`src/rtl/rv32i_instr_decoder_pkg.sv`:
```
// Shared definitions for the RV32I decode stage: opcode constants,
// immediate-format selector and the packed record of registered decode results.
package rv32i_instr_decoder_pkg;

   localparam logic [6:0] OPC_LOAD   = 7'b0000011;
   localparam logic [6:0] OPC_STORE  = 7'b0100011;
   localparam logic [6:0] OPC_BRANCH = 7'b1100011;
   localparam logic [6:0] OPC_JAL    = 7'b1101111;
   localparam logic [6:0] OPC_JALR   = 7'b1100111;
   localparam logic [6:0] OPC_OP     = 7'b0110011;
   localparam logic [6:0] OPC_OP_IMM = 7'b0010011;
   localparam logic [6:0] OPC_LUI    = 7'b0110111;
   localparam logic [6:0] OPC_AUIPC  = 7'b0010111;

   // Which RV32I immediate layout to extract from the instruction word.
   typedef enum logic [2:0] {
      IMM_NONE = 3'd0,
      IMM_I    = 3'd1,
      IMM_S    = 3'd2,
      IMM_B    = 3'd3,
      IMM_U    = 3'd4,
      IMM_J    = 3'd5
   } imm_fmt_e;

   // Everything the execute stage receives one cycle after decode.
   typedef struct packed {
      logic        is_store;
      logic        is_load;
      logic        is_branch;
      logic        is_jump;
      logic        is_reg;
      logic        is_alu;
      logic [31:0] operand_a;
      logic [31:0] operand_b;
      logic [31:0] branch_dest;
      logic [4:0]  dest;
      logic [2:0]  func3;
      logic        func7;
   } dec_out_t;

   // Shift-immediate forms of OP-IMM carry a shamt instead of an I-immediate.
   function automatic logic is_shift_imm(input logic [2:0] f3);
      return (f3 == 3'b001) || (f3 == 3'b101);
   endfunction

endpackage

```
`src/rtl/rv32i_instr_decoder_if.sv`:
```
// Decode-stage bus: instruction and register-file data in, read addresses
// and registered decode results out.
interface rv32i_instr_decoder_if;
   logic [31:0] instr;
   logic [31:0] rdata1;
   logic [31:0] rdata2;
   logic [4:0]  raddr1;
   logic [4:0]  raddr2;
   logic        is_store;
   logic        is_load;
   logic        is_branch;
   logic        is_jump;
   logic        is_reg;
   logic        is_alu;
   logic [31:0] operand_a;
   logic [31:0] operand_b;
   logic [31:0] branch_dest;
   logic [4:0]  dest;
   logic [2:0]  func3;
   logic        func7;

   // Fetch / register-file side.
   modport master (
      output instr, rdata1, rdata2,
      input  raddr1, raddr2,
      input  is_store, is_load, is_branch, is_jump, is_reg, is_alu,
      input  operand_a, operand_b, branch_dest, dest, func3, func7
   );

   // Decoder side.
   modport slave (
      input  instr, rdata1, rdata2,
      output raddr1, raddr2,
      output is_store, is_load, is_branch, is_jump, is_reg, is_alu,
      output operand_a, operand_b, branch_dest, dest, func3, func7
   );
endinterface

```
`src/rtl/rv32i_imm_gen.sv`:
```
// Combinational immediate generator: extracts and sign-extends the RV32I
// I/S/B/U/J immediates. Only instr[31:7] carries immediate bits.
module rv32i_imm_gen
   import rv32i_instr_decoder_pkg::*;
(
   input  logic [31:7] instr_i,
   input  imm_fmt_e    fmt_i,
   output logic [31:0] imm_o
);

   // Assemble the immediate for the selected format; B and J get the implicit zero LSB.
   always_comb begin
      imm_o = 32'h0000_0000;
      case (fmt_i)
         IMM_I:   imm_o = {{20{instr_i[31]}}, instr_i[31:20]};
         IMM_S:   imm_o = {{20{instr_i[31]}}, instr_i[31:25], instr_i[11:7]};
         IMM_B:   imm_o = {{19{instr_i[31]}}, instr_i[31], instr_i[7],
                           instr_i[30:25], instr_i[11:8], 1'b0};
         IMM_U:   imm_o = {instr_i[31:12], 12'h000};
         IMM_J:   imm_o = {{11{instr_i[31]}}, instr_i[31], instr_i[19:12],
                           instr_i[20], instr_i[30:21], 1'b0};
         default: imm_o = 32'h0000_0000;
      endcase
   end

endmodule

```
`src/rtl/rv32i_instr_decoder.sv`:
```
// Registered RV32I decode stage. Register-file read addresses are combinational
// so read data returns in the same cycle; all decode results are registered.
module rv32i_instr_decoder
   import rv32i_instr_decoder_pkg::*;
(
   input  logic                  clk,
   input  logic                  reset,
   rv32i_instr_decoder_if.slave  dec_if
);

   logic [6:0]  opcode_s;
   logic [2:0]  f3_s;
   logic [4:0]  rd_s;
   imm_fmt_e    fmt_s;
   logic [31:0] imm_s;
   dec_out_t    dec_d;
   dec_out_t    dec_q;

   assign opcode_s = dec_if.instr[6:0];
   assign f3_s     = dec_if.instr[14:12];
   assign rd_s     = dec_if.instr[11:7];

   // Read addresses are held at x0 while reset is asserted.
   assign dec_if.raddr1 = reset ? dec_if.instr[19:15] : 5'd0;
   assign dec_if.raddr2 = reset ? dec_if.instr[24:20] : 5'd0;

   rv32i_imm_gen u_imm_gen (
      .instr_i (dec_if.instr[31:7]),
      .fmt_i   (fmt_s),
      .imm_o   (imm_s)
   );

   // Pick the immediate layout implied by the opcode.
   always_comb begin
      fmt_s = IMM_NONE;
      case (opcode_s)
         OPC_JAL:    fmt_s = IMM_J;
         OPC_JALR:   fmt_s = IMM_I;
         OPC_BRANCH: fmt_s = IMM_B;
         OPC_LOAD:   fmt_s = IMM_I;
         OPC_STORE:  fmt_s = IMM_S;
         OPC_OP_IMM: fmt_s = IMM_I;
         OPC_LUI:    fmt_s = IMM_U;
         OPC_AUIPC:  fmt_s = IMM_U;
         default:    fmt_s = IMM_NONE;
      endcase
   end

   // Next-state decode; any field not set for an opcode stays zero.
   always_comb begin
      dec_d = '0;
      case (opcode_s)
         OPC_JAL: begin
            dec_d.is_jump   = 1'b1;
            dec_d.operand_a = imm_s;
            dec_d.dest      = rd_s;
         end
         OPC_JALR: begin
            dec_d.is_jump   = 1'b1;
            dec_d.is_reg    = 1'b1;
            dec_d.operand_a = dec_if.rdata1;
            dec_d.operand_b = imm_s;
            dec_d.dest      = rd_s;
            dec_d.func3     = f3_s;
         end
         OPC_BRANCH: begin
            dec_d.is_branch   = 1'b1;
            dec_d.operand_a   = dec_if.rdata1;
            dec_d.operand_b   = dec_if.rdata2;
            dec_d.branch_dest = imm_s;
            dec_d.func3       = f3_s;
         end
         OPC_LOAD: begin
            dec_d.is_load   = 1'b1;
            dec_d.operand_a = dec_if.rdata1;
            dec_d.operand_b = imm_s;
            dec_d.dest      = rd_s;
            dec_d.func3     = f3_s;
         end
         OPC_STORE: begin
            dec_d.is_store    = 1'b1;
            dec_d.operand_a   = dec_if.rdata1;
            dec_d.operand_b   = dec_if.rdata2;
            dec_d.branch_dest = imm_s;
            dec_d.func3       = f3_s;
         end
         OPC_OP_IMM: begin
            dec_d.is_alu    = 1'b1;
            dec_d.operand_a = dec_if.rdata1;
            dec_d.dest      = rd_s;
            dec_d.func3     = f3_s;
            if (is_shift_imm(f3_s)) begin
               dec_d.operand_b = {27'd0, dec_if.instr[24:20]};
               dec_d.func7     = dec_if.instr[30];
            end else begin
               dec_d.operand_b = imm_s;
               dec_d.func7     = 1'b0;
            end
         end
         OPC_OP: begin
            dec_d.is_alu    = 1'b1;
            dec_d.is_reg    = 1'b1;
            dec_d.operand_a = dec_if.rdata1;
            dec_d.operand_b = dec_if.rdata2;
            dec_d.dest      = rd_s;
            dec_d.func3     = f3_s;
            dec_d.func7     = dec_if.instr[30];
         end
         OPC_LUI: begin
            dec_d.is_alu    = 1'b1;
            dec_d.operand_b = imm_s;
            dec_d.func3     = 3'b000;
            dec_d.dest      = rd_s;
         end
         OPC_AUIPC: begin
            dec_d.operand_a = imm_s;
            dec_d.dest      = rd_s;
         end
         default: dec_d = '0;
      endcase
   end

   // Pipeline register toward execute; reset wins over decode on the same edge.
   always_ff @(posedge clk) begin
      if (!reset) begin
         dec_q <= '0;
      end else begin
         dec_q <= dec_d;
      end
   end

   assign dec_if.is_store    = dec_q.is_store;
   assign dec_if.is_load     = dec_q.is_load;
   assign dec_if.is_branch   = dec_q.is_branch;
   assign dec_if.is_jump     = dec_q.is_jump;
   assign dec_if.is_reg      = dec_q.is_reg;
   assign dec_if.is_alu      = dec_q.is_alu;
   assign dec_if.operand_a   = dec_q.operand_a;
   assign dec_if.operand_b   = dec_q.operand_b;
   assign dec_if.branch_dest = dec_q.branch_dest;
   assign dec_if.dest        = dec_q.dest;
   assign dec_if.func3       = dec_q.func3;
   assign dec_if.func7       = dec_q.func7;

endmodule

```
`src/flat_wrapper.sv`:
```
// flat-port wrapper written by rule: the top's interface ports become plain ports
module rv32i_instr_decoder_flat import rv32i_instr_decoder_pkg::*;
  (clk, reset, dec_if_instr, dec_if_rdata1, dec_if_rdata2, dec_if_raddr1, dec_if_raddr2, dec_if_is_store, dec_if_is_load, dec_if_is_branch, dec_if_is_jump, dec_if_is_reg, dec_if_is_alu, dec_if_operand_a, dec_if_operand_b, dec_if_branch_dest, dec_if_dest, dec_if_func3, dec_if_func7);
  rv32i_instr_decoder_if dec_if_i ();
  input  logic clk;
  input  logic reset;
  input wire logic [$bits(dec_if_i.instr)-1:0] dec_if_instr;
  input wire logic [$bits(dec_if_i.rdata1)-1:0] dec_if_rdata1;
  input wire logic [$bits(dec_if_i.rdata2)-1:0] dec_if_rdata2;
  output wire logic [$bits(dec_if_i.raddr1)-1:0] dec_if_raddr1;
  output wire logic [$bits(dec_if_i.raddr2)-1:0] dec_if_raddr2;
  output wire logic [$bits(dec_if_i.is_store)-1:0] dec_if_is_store;
  output wire logic [$bits(dec_if_i.is_load)-1:0] dec_if_is_load;
  output wire logic [$bits(dec_if_i.is_branch)-1:0] dec_if_is_branch;
  output wire logic [$bits(dec_if_i.is_jump)-1:0] dec_if_is_jump;
  output wire logic [$bits(dec_if_i.is_reg)-1:0] dec_if_is_reg;
  output wire logic [$bits(dec_if_i.is_alu)-1:0] dec_if_is_alu;
  output wire logic [$bits(dec_if_i.operand_a)-1:0] dec_if_operand_a;
  output wire logic [$bits(dec_if_i.operand_b)-1:0] dec_if_operand_b;
  output wire logic [$bits(dec_if_i.branch_dest)-1:0] dec_if_branch_dest;
  output wire logic [$bits(dec_if_i.dest)-1:0] dec_if_dest;
  output wire logic [$bits(dec_if_i.func3)-1:0] dec_if_func3;
  output wire logic [$bits(dec_if_i.func7)-1:0] dec_if_func7;
  assign dec_if_i.instr = dec_if_instr;
  assign dec_if_i.rdata1 = dec_if_rdata1;
  assign dec_if_i.rdata2 = dec_if_rdata2;
  assign dec_if_raddr1 = dec_if_i.raddr1;
  assign dec_if_raddr2 = dec_if_i.raddr2;
  assign dec_if_is_store = dec_if_i.is_store;
  assign dec_if_is_load = dec_if_i.is_load;
  assign dec_if_is_branch = dec_if_i.is_branch;
  assign dec_if_is_jump = dec_if_i.is_jump;
  assign dec_if_is_reg = dec_if_i.is_reg;
  assign dec_if_is_alu = dec_if_i.is_alu;
  assign dec_if_operand_a = dec_if_i.operand_a;
  assign dec_if_operand_b = dec_if_i.operand_b;
  assign dec_if_branch_dest = dec_if_i.branch_dest;
  assign dec_if_dest = dec_if_i.dest;
  assign dec_if_func3 = dec_if_i.func3;
  assign dec_if_func7 = dec_if_i.func7;
  rv32i_instr_decoder u_core (.clk(clk), .reset(reset), .dec_if(dec_if_i));
endmodule
```
`config.mk`:
```
export PLATFORM = sky130hd
export DESIGN_NAME = rv32i_instr_decoder_flat
export DESIGN_NICKNAME = d
export VERILOG_FILES = /design/src/rtl/rv32i_instr_decoder_pkg.sv /design/src/rtl/rv32i_instr_decoder_if.sv /design/src/rtl/rv32i_imm_gen.sv /design/src/rtl/rv32i_instr_decoder.sv /design/src/flat_wrapper.sv
export SDC_FILE = /design/constraint.sdc
export NUM_CORES = 1
export LEC_CHECK = 0
export ABC_AREA = 1
export BUFFER_PORTS_ARGS = -buffer_cell sky130_fd_sc_hd__buf_2
export CORE_MARGIN = 3
export CORE_UTILIZATION = 25
export CTS_CLUSTER_SIZE = 40
export DETAILED_ROUTE_END_ITERATION = 10
export SLEW_MARGIN = 20
export SYNTH_ARGS = -nofsm -noshare
export SYNTH_HDL_FRONTEND = slang
export SYNTH_SLANG_ARGS = --single-unit
export TNS_END_PERCENT = 50
```
`constraint.sdc`:
```
create_clock -name clk -period 1.3 [get_ports clk]
set_input_delay 0.26 -clock clk [delete_from_list [all_inputs] [get_ports clk]]
set_output_delay 0.26 -clock clk [all_outputs]
set_load 0.01 [all_outputs]
```
* After elaboration in Yosys (flattened, before gate mapping)
Cells that the tools add are included.
** Storage, ports and cells
- Register bits :: 111
- Latch bits :: 0
- RAM bits :: 0
- Bits in read-only memories :: 0
- Input bits :: 98
- Output and inout bits :: 121
- Logic and storage cells :: 58
- Memories kept :: 0
** Operators by class
- Add/subtract/negate cells :: 0
- $mul :: 0
- Div/mod/pow operators :: 0
- $lt $le $gt $ge :: 0
- Eq/ne operators :: 16
- Shift operators :: 0
- Multiplexer cells :: 15
- Bitwise gates (word level) :: 0
- Reductions and logical operators :: 15
** Operator list (number)
- $pmux 32 s5 :: 1
- $pmux 32 s3 :: 1
- $pmux 32 s2 :: 1
- $mux 32 :: 1
- $eq 7x6->1 const B :: 3
- $eq 7x7->1 const B :: 3
- $pmux 3 s5 :: 1
- $eq 7x5->1 const B :: 2
- $reduce_or 3->1 :: 4
- $mux 5 :: 2
- $reduce_or 2->1 :: 5
- $eq 3x3->1 const B :: 3
- $eq 7x2->1 const B :: 1
- $mux 1 :: 7
- $reduce_or 7->1 :: 1
- $eq 3x1->1 const B :: 2
- $eq 3x2->1 const B :: 2
- $reduce_and 2->1 :: 3
- $reduce_or 6->1 :: 1
- $pmux 1 s2 :: 1
- $logic_or 1x1->1 :: 1

* Depth between registers and ports, before layout
Gate-level depths: netlist of run 1.
- Word-level depth :: 7
- Mapped depth :: 11
- Depth with buffers taken out :: 9

* Modules after synthesis
Synthesis of run 1 repeated with hierarchy kept, for this count alone.
** Second synthesis, totals
- Cells, all modules :: 703
- Area, all modules :: 4795.8 um2
** By module, submodules not included
- rv32i_instr_decoder :: times used 1, cells an instance 611, area each 4340.4 um2, seq. area each 2222.1 um2
- rv32i_imm_gen :: times used 1, cells an instance 92, area each 455.4 um2, seq. area each 0.0 um2

* Worst setup path after synthesis of run 1
No wires, ideal clock.
- Kind :: input port to flip-flop
- From :: input dec_if_instr[1]
- To :: register u_core.dec_q (netlist bit u_core.dec_if.operand_a[11])
- Library setup time :: 0.128 ns
- Arrival :: 1.218 ns
- Data required time :: 1.172 ns
- Setup slack :: -0.046 ns
- Stages on the path :: 10
- Cells stage by stage :: nand2_1 -> nor2_4 -> buf_6 -> nand2_1 -> nand2_1 -> inv_2 -> nand3_2 -> buf_4 -> a21oi_1 -> nor2_1
** Between the ends
- Cells in the longest elaborated chain, start to end :: 6
- Elaborated cells on any way between the ends :: 21
** RTL lines
- from (decl) :: line flat_wrapper.sv:7 : input wire logic [$bits(dec_if_i.instr)-1:0] dec_if_instr;
- $eq 7x2->1 (tied with other cells) :: line rv32i_instr_decoder.sv:36, rv32i_instr_decoder.sv:52
- $reduce_or 3->1 (no line) or $reduce_or 2->1 (tied branches)
- $pmux 3 s5 :: line rv32i_instr_decoder.sv:36 : case (opcode_s)
- $eq 3x3->1 (tied with other cells) :: line rv32i_imm_gen.sv:14 : case (fmt_i)
- $pmux 32 s5 :: line rv32i_imm_gen.sv:14
- $pmux 32 s2 * :: line rv32i_instr_decoder.sv:52 : case (opcode_s)
- to (signal assigned) :: line rv32i_instr_decoder.sv:126 : dec_q <= '0;
- to (signal assigned) :: line rv32i_instr_decoder.sv:128 : dec_q <= dec_d;
- to (decl) :: line rv32i_instr_decoder.sv:17 : dec_out_t dec_q;
Every way passes the cells marked *; elsewhere a longest branch is shown, timed or not.
A chain may end at the register's enable or synchronous reset.

* Worst setup path in the final report of run 1
- From :: input dec_if_instr[3]
- To :: register u_core.dec_q (netlist bit u_core.dec_if.operand_b[10])
** Between the ends
- Cells in the longest elaborated chain, start to end :: 7
- Elaborated cells on any way between the ends :: 22
** RTL lines
- $eq 7x2->1 (tied with other cells) :: line rv32i_instr_decoder.sv:36, rv32i_instr_decoder.sv:52
- $reduce_or 3->1 (no line) or $reduce_or 2->1 (tied branches)
- $pmux 3 s5 :: line rv32i_instr_decoder.sv:36
- $eq 3x3->1 (tied with other cells) :: line rv32i_imm_gen.sv:14
- $pmux 32 s5 :: line rv32i_imm_gen.sv:14
- $mux 32 :: line rv32i_instr_decoder.sv:92 : if (is_shift_imm(f3_s)) begin
- $pmux 32 s3 * :: line rv32i_instr_decoder.sv:52
Marked as above.

==> results.md, run 1 <==
* First-pass GRT wire length at 26.2 mm
* Leakage at 3.59 nW
* Final Cycle Share at 97.4%
* Via count at 4842
* Via density at 4.44
* I/O Buffers at 218
* HPWL after DPL at 12.9 mm
* Switching pwr at 1.69 mW
* CORE AREA at 16900 µm²
* H-tree depth at 3
* Residual overflow from global routing at 0
* TritonCTS clock tree: yes
* Syn_area_per_cell at between 7 and 8 µm²
* FF+latch area at 2220 µm²
* FF+latch count, synth at around 110
* Cell count after placement at 1070
* Multi-input combinational cell area at 1910 µm²
* Max-Cap Viols at 0
* CP most frequent cell: buf_6
* Die area at 19200 µm²
* Leading cell type in the layout, fill and taps excluded: buf_2
* Worst-path cell chain: buf_6 -> inv_4 -> nand2_2 -> nor2_4 -> nand2_2 -> buf_6 -> nand4_1 -> buf_6 -> buf_8 -> nand3_1 -> a21oi_1
* Nets@finish at between 900 and 1000
* Fill count at 1850
* Hold Path Class: in2reg
* Initial antenna violation count at 0
* Max FO, Critical Path at 8
* Setup WS pre-CTS at -0.365 ns
* Die height at 139 µm
* Worst-path clk slew at roughly 0.07 ns
* Setup repair after global routing missed its margin: true
* # IOs at 219
* CP max stage cell: nor2_4
* GRT Total Usage at 17.2%
* Rel. slew slack at 74.1%
* Sequential share of power at 50.8%
* # rows at 47
* ANT nets after route at 0
* Final antenna diode count at 0
* # clock sinks at 111
* DR pass1 iterations at 5
* Fin area at 6610 µm²
* Clock root cell: clkbuf_16
* Post-Layout Cell Count at 1090
* Synth-to-Final Area Change at 50.0%
* GP Congestion at 0.843
* CTS Buf Count at 9
* Post-Route WL at 17.0 mm
* Sequential area share after synthesis at between 50% and 60%
* Mean routed wirelength per cell at 15.6 µm
* Clock power frac at 40.1%
* Worst EP required at ~1.6 ns
* Setup crit end kind: register
* Kind of critical path: in2reg
* Die width at 139 µm
* Drt drc at 0
* Post-layout util at 39.0%
* Arr. time, crit path at 1.56 ns
* Clock Tree Buf Depth at 2
* P_int at 5.04 mW
* Final setup fails at 0
* Crit start category: input pin
* Vias in the first global route at approximately 4700
* 1st-iter DRT viols at 276
* Share of layout cells above drive strength 1 at 39.0%
* Pin count of the biggest net entering global routing at 31
* Post-Syn Area at approximately 4400 µm²
* Max Clk Rate at 0.790 GHz
* Initial Utilization at 26.0%
* Min cycle time layout at between 1 and 1.5 ns
* CP max stage delay at 0.23 ns
* Distinct cells, synth at 21
* Power density over the cells at 1020 nW/µm²
* Ys Warns at 0
* Commonest non-fill, non-tap cells in the layout: buf_2, nand2_1, dfxtp_1, nand3_1, a21oi_1
* IR drop worst, VDD at approximately 0.00067 V
* Logic pwr share at 9.1%
* Dpl cell area at 6120 µm²
* Max Transition Viols Final at 0
* Syn Inst Count at about 610
* Status: complete, no violations
* Hold Fails Final Rpt at 0
* Final Worst Setup Slack at ~0.034 ns
* Switching Fraction at 25.1%
* Measured slew at the worst slew-check pin at 0.389 ns
* Synth Net Count at 707
==> cell type report <==
class / instances / area share (%)
multi-input combinational: 411 / 28.9
timing repair buffer: 284 / 26.4
clock buffer: 12 / 3.73
sequential: 111 / 33.6
tap: 220 / 4.17
inverter: 49 / 2.86
clock inverter: 3 / 0.398
==> logic make-up (layout without fill, tap and decap cells) <==
| logic type | Yosys count | in the layout | synth area share, % |
|---|---|---|---|
| buf+inv | 87 | 348 | 8.84 |
| compound gates | 80 | 80 | 9.15 |
| flops | 111 | 111 | 50.5 |
| simple gates | 331 | 331 | 31.6 |
==> timing repair <==
item,in CTS,in global routing
endpoints found under the setup margin,0,99
resized for setup,0,58
setup buffers,0,3
hold buffers,0,0
==> routing by layer <==
layer  global-route usage (%)  routed length [µm]  vias up
li1                         -                   -     2428
met1                     22.3                7520     2223
met2                     28.9                8080      176
met3                     3.34                1100       15
met4                     5.82                 283        0
met5                        0                   0        -
==> path summary, 6_finish.rpt <==
| check | startpoint | endpoint | slack (ns) | cells after the start |
|---|---|---|---|---|
| setup / recovery | dec_if_instr[3] | u_core.dec_if.operand_b[10] | 0.03 | 11 |
| hold / removal | dec_if_rdata1[0] | u_core.dec_if.operand_a[0] | 0.11 | 3 |
==> cell usage after synthesis (all sizes together) <==
cell	instances	area, µm²
dfxtp	111	2220
nand3	75	385
o211ai	1	7.51
o21ai	6	30.0
buf	31	179
nor3	1	5.00
clkbuf	7	26.3
a21oi	73	365
nand2	204	781
nor2	49	206
nand4	2	12.5
inv	49	184
==> worst max-delay path, delay by kind of cell <==
kind,cells,cell delay (ns)
buffers and inverters,5,0.58
AND/OR/NAND/NOR,5,0.58
AO/OA/AOI/OAI,1,0.13
==> per-stage QoR <==
step / setup TNS [ns] / power, mW / hold WS (ns)
floorplan: -0.239 / 3.71 / 0.332
detailed placement: -31.64 / 4.08 / 0.484
global route: -0.368 / 6.99 / 0.115
finish: 0 / 6.74 / 0.109
CTS: 0 / 6.77 / 0.0977
global placement: -29.40 / 4.08 / 0.472
==> power groups by stage <==
| stage | sequential, mW | clock, mW | combinational, mW |
|---|---|---|---|
| after floorplan | 3.51 | 0 | 0.194 |
| after global placement | 3.50 | 0 | 0.580 |
| after detailed placement | 3.50 | 0 | 0.578 |
| after CTS | 3.42 | 2.77 | 0.582 |
| after global routing | 3.43 | 2.89 | 0.679 |
| final | 3.42 | 2.70 | 0.616 |
Power figures use the tool's default switching activity.
==> run 2, diff against run 1 <==
GPL_TIMING_DRIVEN = 0   (was not set)
==> run 2 against run 1 <==
  * Non-clock buffer count fell by 13
  * Cell area fell by 0.57%
  * Maximum frequency fell by 0.38%
  * Flip-flop and latch count did not move
  * Total power rose by 2.5%
  * Clock power rose by 6%
  * Critical path depth rose by 1
  * Routed wire length rose by 2.8%
==> results.md, run 2 (same netlist as run 1, synthesis figures left out) <==
* Status: complete, no violations (unchanged)
* Pin count of the biggest net entering global routing at 23 (was 31)
* Max-Cap Viols at 0 (unchanged)
* Via density at 4.46 (was 4.44)
* ANT nets after route at 0 (unchanged)
* Mean routed wirelength per cell at 16.2 µm (was 15.6 µm)
* Initial Utilization at 26.0% (unchanged)
* Clock root cell: clkbuf_16 (unchanged)
* # IOs at 219 (unchanged)
* I/O Buffers at 218 (unchanged)
* Crit start category: input pin (unchanged)
* Leading cell type in the layout, fill and taps excluded: buf_2 (unchanged)
* DR pass1 iterations at 5 (unchanged)
* Vias in the first global route at 4569 (was 4741)
* Via count at 4808 (was 4842)
* Hold path startpoint: dec_if_rdata1[16] (was dec_if_rdata1[0])
* Final setup fails at 0 (unchanged)
* CTS Buf Count at 9 (unchanged)
* Final Cycle Share at 97.7% (was 97.4%)
* Overall power at 6.91 mW (was 6.74 mW)
* Share of layout cells above drive strength 1 at 38.2% (was 39.0%)
* Final antenna diode count at 0 (unchanged)
* Hold Path Class: in2reg (unchanged)
* Max FO, Critical Path at 6 (was 8)
* Arr. time, crit path at 1.56 ns (about the same)
* Worst EP required at 1.59 ns (about the same)
* First-pass GRT wire length at 25.9 mm (was 26.2 mm)
* Max Clk Rate at 0.787 GHz (was 0.790 GHz)
* TritonCTS clock tree: yes (unchanged)
* Die width at 139 µm (unchanged)
* Residual overflow from global routing at 0 (unchanged)
* Die area at 19200 µm² (unchanged)
* CORE AREA at 16900 µm² (unchanged)
* Dpl cell area at 5780 µm² (was 6120 µm²)
* Min cycle time layout at 1.27 ns (about the same)
* Worst-path clk slew at 0.08 ns (was 0.07 ns)
* Post-Route WL at 17.5 mm (was 17.0 mm)
* Clock Tree Buf Depth at 2 (unchanged)
* 1st-iter DRT viols at 321 (was 276)
* H-tree depth at 3 (unchanged)
* Measured slew at the worst slew-check pin at 0.676 ns (was 0.389 ns)
* Post-Layout Cell Count at 1078 (was 1090)
* Kind of critical path: in2reg (unchanged)
* Nets@finish at 951 (was 964)
* IR drop worst, VDD at 0.000665 V (was 0.000672 V)
* Synth-to-Final Area Change at 49.2% (was 50.0%)
* GP Congestion at 0.825 (was 0.843)
* WHS Path Cells at 3 (unchanged)
* WHS Endpoint: u_core.dec_if.operand_a[16] (was u_core.dec_if.operand_a[0])
* Fin area at 6570 µm² (was 6610 µm²)
* GRT Total Usage at 17.3% (was 17.2%)
* Setup repair after global routing missed its margin: true (unchanged)
* Cell count after placement at 1047 (was 1070)
* HPWL after DPL at 13.4 mm (was 12.9 mm)
* Power density over the cells at 1050 nW/µm² (was 1020 nW/µm²)
* Initial antenna violation count at 2 (was 0)
* Commonest non-fill, non-tap cells in the layout: buf_2, nand2_1, dfxtp_1, nand3_1, a21oi_1 (unchanged)
* # rows at 47 (unchanged)
* Max Transition Viols Final at 0 (unchanged)
* Hold Fails Final Rpt at 0 (unchanged)
* Die height at 139 µm (unchanged)
* Setup crit end kind: register (unchanged)
* Leakage at 3.57 nW (was 3.59 nW)
* Rel. slew slack at 54.9% (was 74.1%)
* Drt drc at 0 (unchanged)
* # clock sinks at 111 (unchanged)
[run 2: stage by stage]
| step | setup TNS (ns) | utilization (%) | setup slack [ns] | hold slack (ns) |
|---|---|---|---|---|
| final | 0 | 38.8 | 0.0294 | 0.112 |
| after global routing | -0.157 | 38.8 | -0.0203 | 0.111 |
| after CTS | -1.08 | 36.3 | -0.0666 | 0.101 |
| after detailed placement | -50.31 | 34.1 | -0.599 | 0.485 |
| after global placement | -49.45 | 34.1 | -0.602 | 0.476 |
| after floorplan | -0.239 | - | -0.0121 | 0.332 |
[run 2: worst max-delay path, stage by stage]
cell and delay (ns):
buf_6 0.09, inv_2 0.06, nand2_2 0.06, nor2_4 0.17
buf_6 0.15, nand2_4 0.07, nand2_4 0.08, inv_4 0.04
nand3_4 0.19, clkbuf_16 0.20, nand2_1 0.05, a21oi_1 0.12
[run 2: area by class of cell]
class / instances / area (µm²)
Multi-Input combinational cell: 411 / 1970
Inverter: 49 / 189
Buffer: 38 / 322
Clock buffer: 9 / 225
Timing Repair Buffer: 233 / 1280
Clock inverter: 7 / 86.3
Sequential cell: 111 / 2220
Tap cell: 220 / 275
Fill cell: 1847 / 10400
[run 2: worst max path at each step]
| stage | start | endpoint | slack (ns) | cells after the start |
|---|---|---|---|---|
| after floorplan | dec_if_instr[3] | u_core.dec_if.branch_dest[29] | -0.01 | 9 |
| after global placement | reset | dec_if_raddr2[0] | -0.60 | 6 |
| after detailed placement | reset | dec_if_raddr2[0] | -0.60 | 6 |
| after CTS | dec_if_instr[3] | u_core.dec_if.operand_b[24] | -0.07 | 11 |
| after global routing | dec_if_instr[3] | u_core.dec_if.operand_a[2] | -0.02 | 12 |
| final | dec_if_instr[3] | u_core.dec_if.operand_a[5] | 0.03 | 12 |
[run 2: what timing repair did]
action | in CTS | in global routing
hold buffers | 0 | 0
pin swaps | 1 | 16
gates resized for setup | 19 | 78
cloned | 0 | 2
setup endpoints to repair | 104 | 105
buffers inserted | 1 | 12
[run 2: layer usage]
metal / share of wire, % / up-vias / global-route usage (%) / routed length [µm]
li1: - / 2418 / - / -
met1: 43 / 2199 / 22.1 / 7550
met2: 48 / 173 / 29.3 / 8320
met3: 8.1 / 14 / 5.00 / 1410
met4: 0.90 / 4 / 4.02 / 157
met5: 0.13 / - / 0 / 23
[run 2: power by group]
part | leakage [nW] | internal, mW | switching [mW]
Clock | 0.151 | 1.38 | 1.48
Combinational | 2.52 | 0.248 | 0.370
Sequential | 0.895 | 3.42 | 0.00501
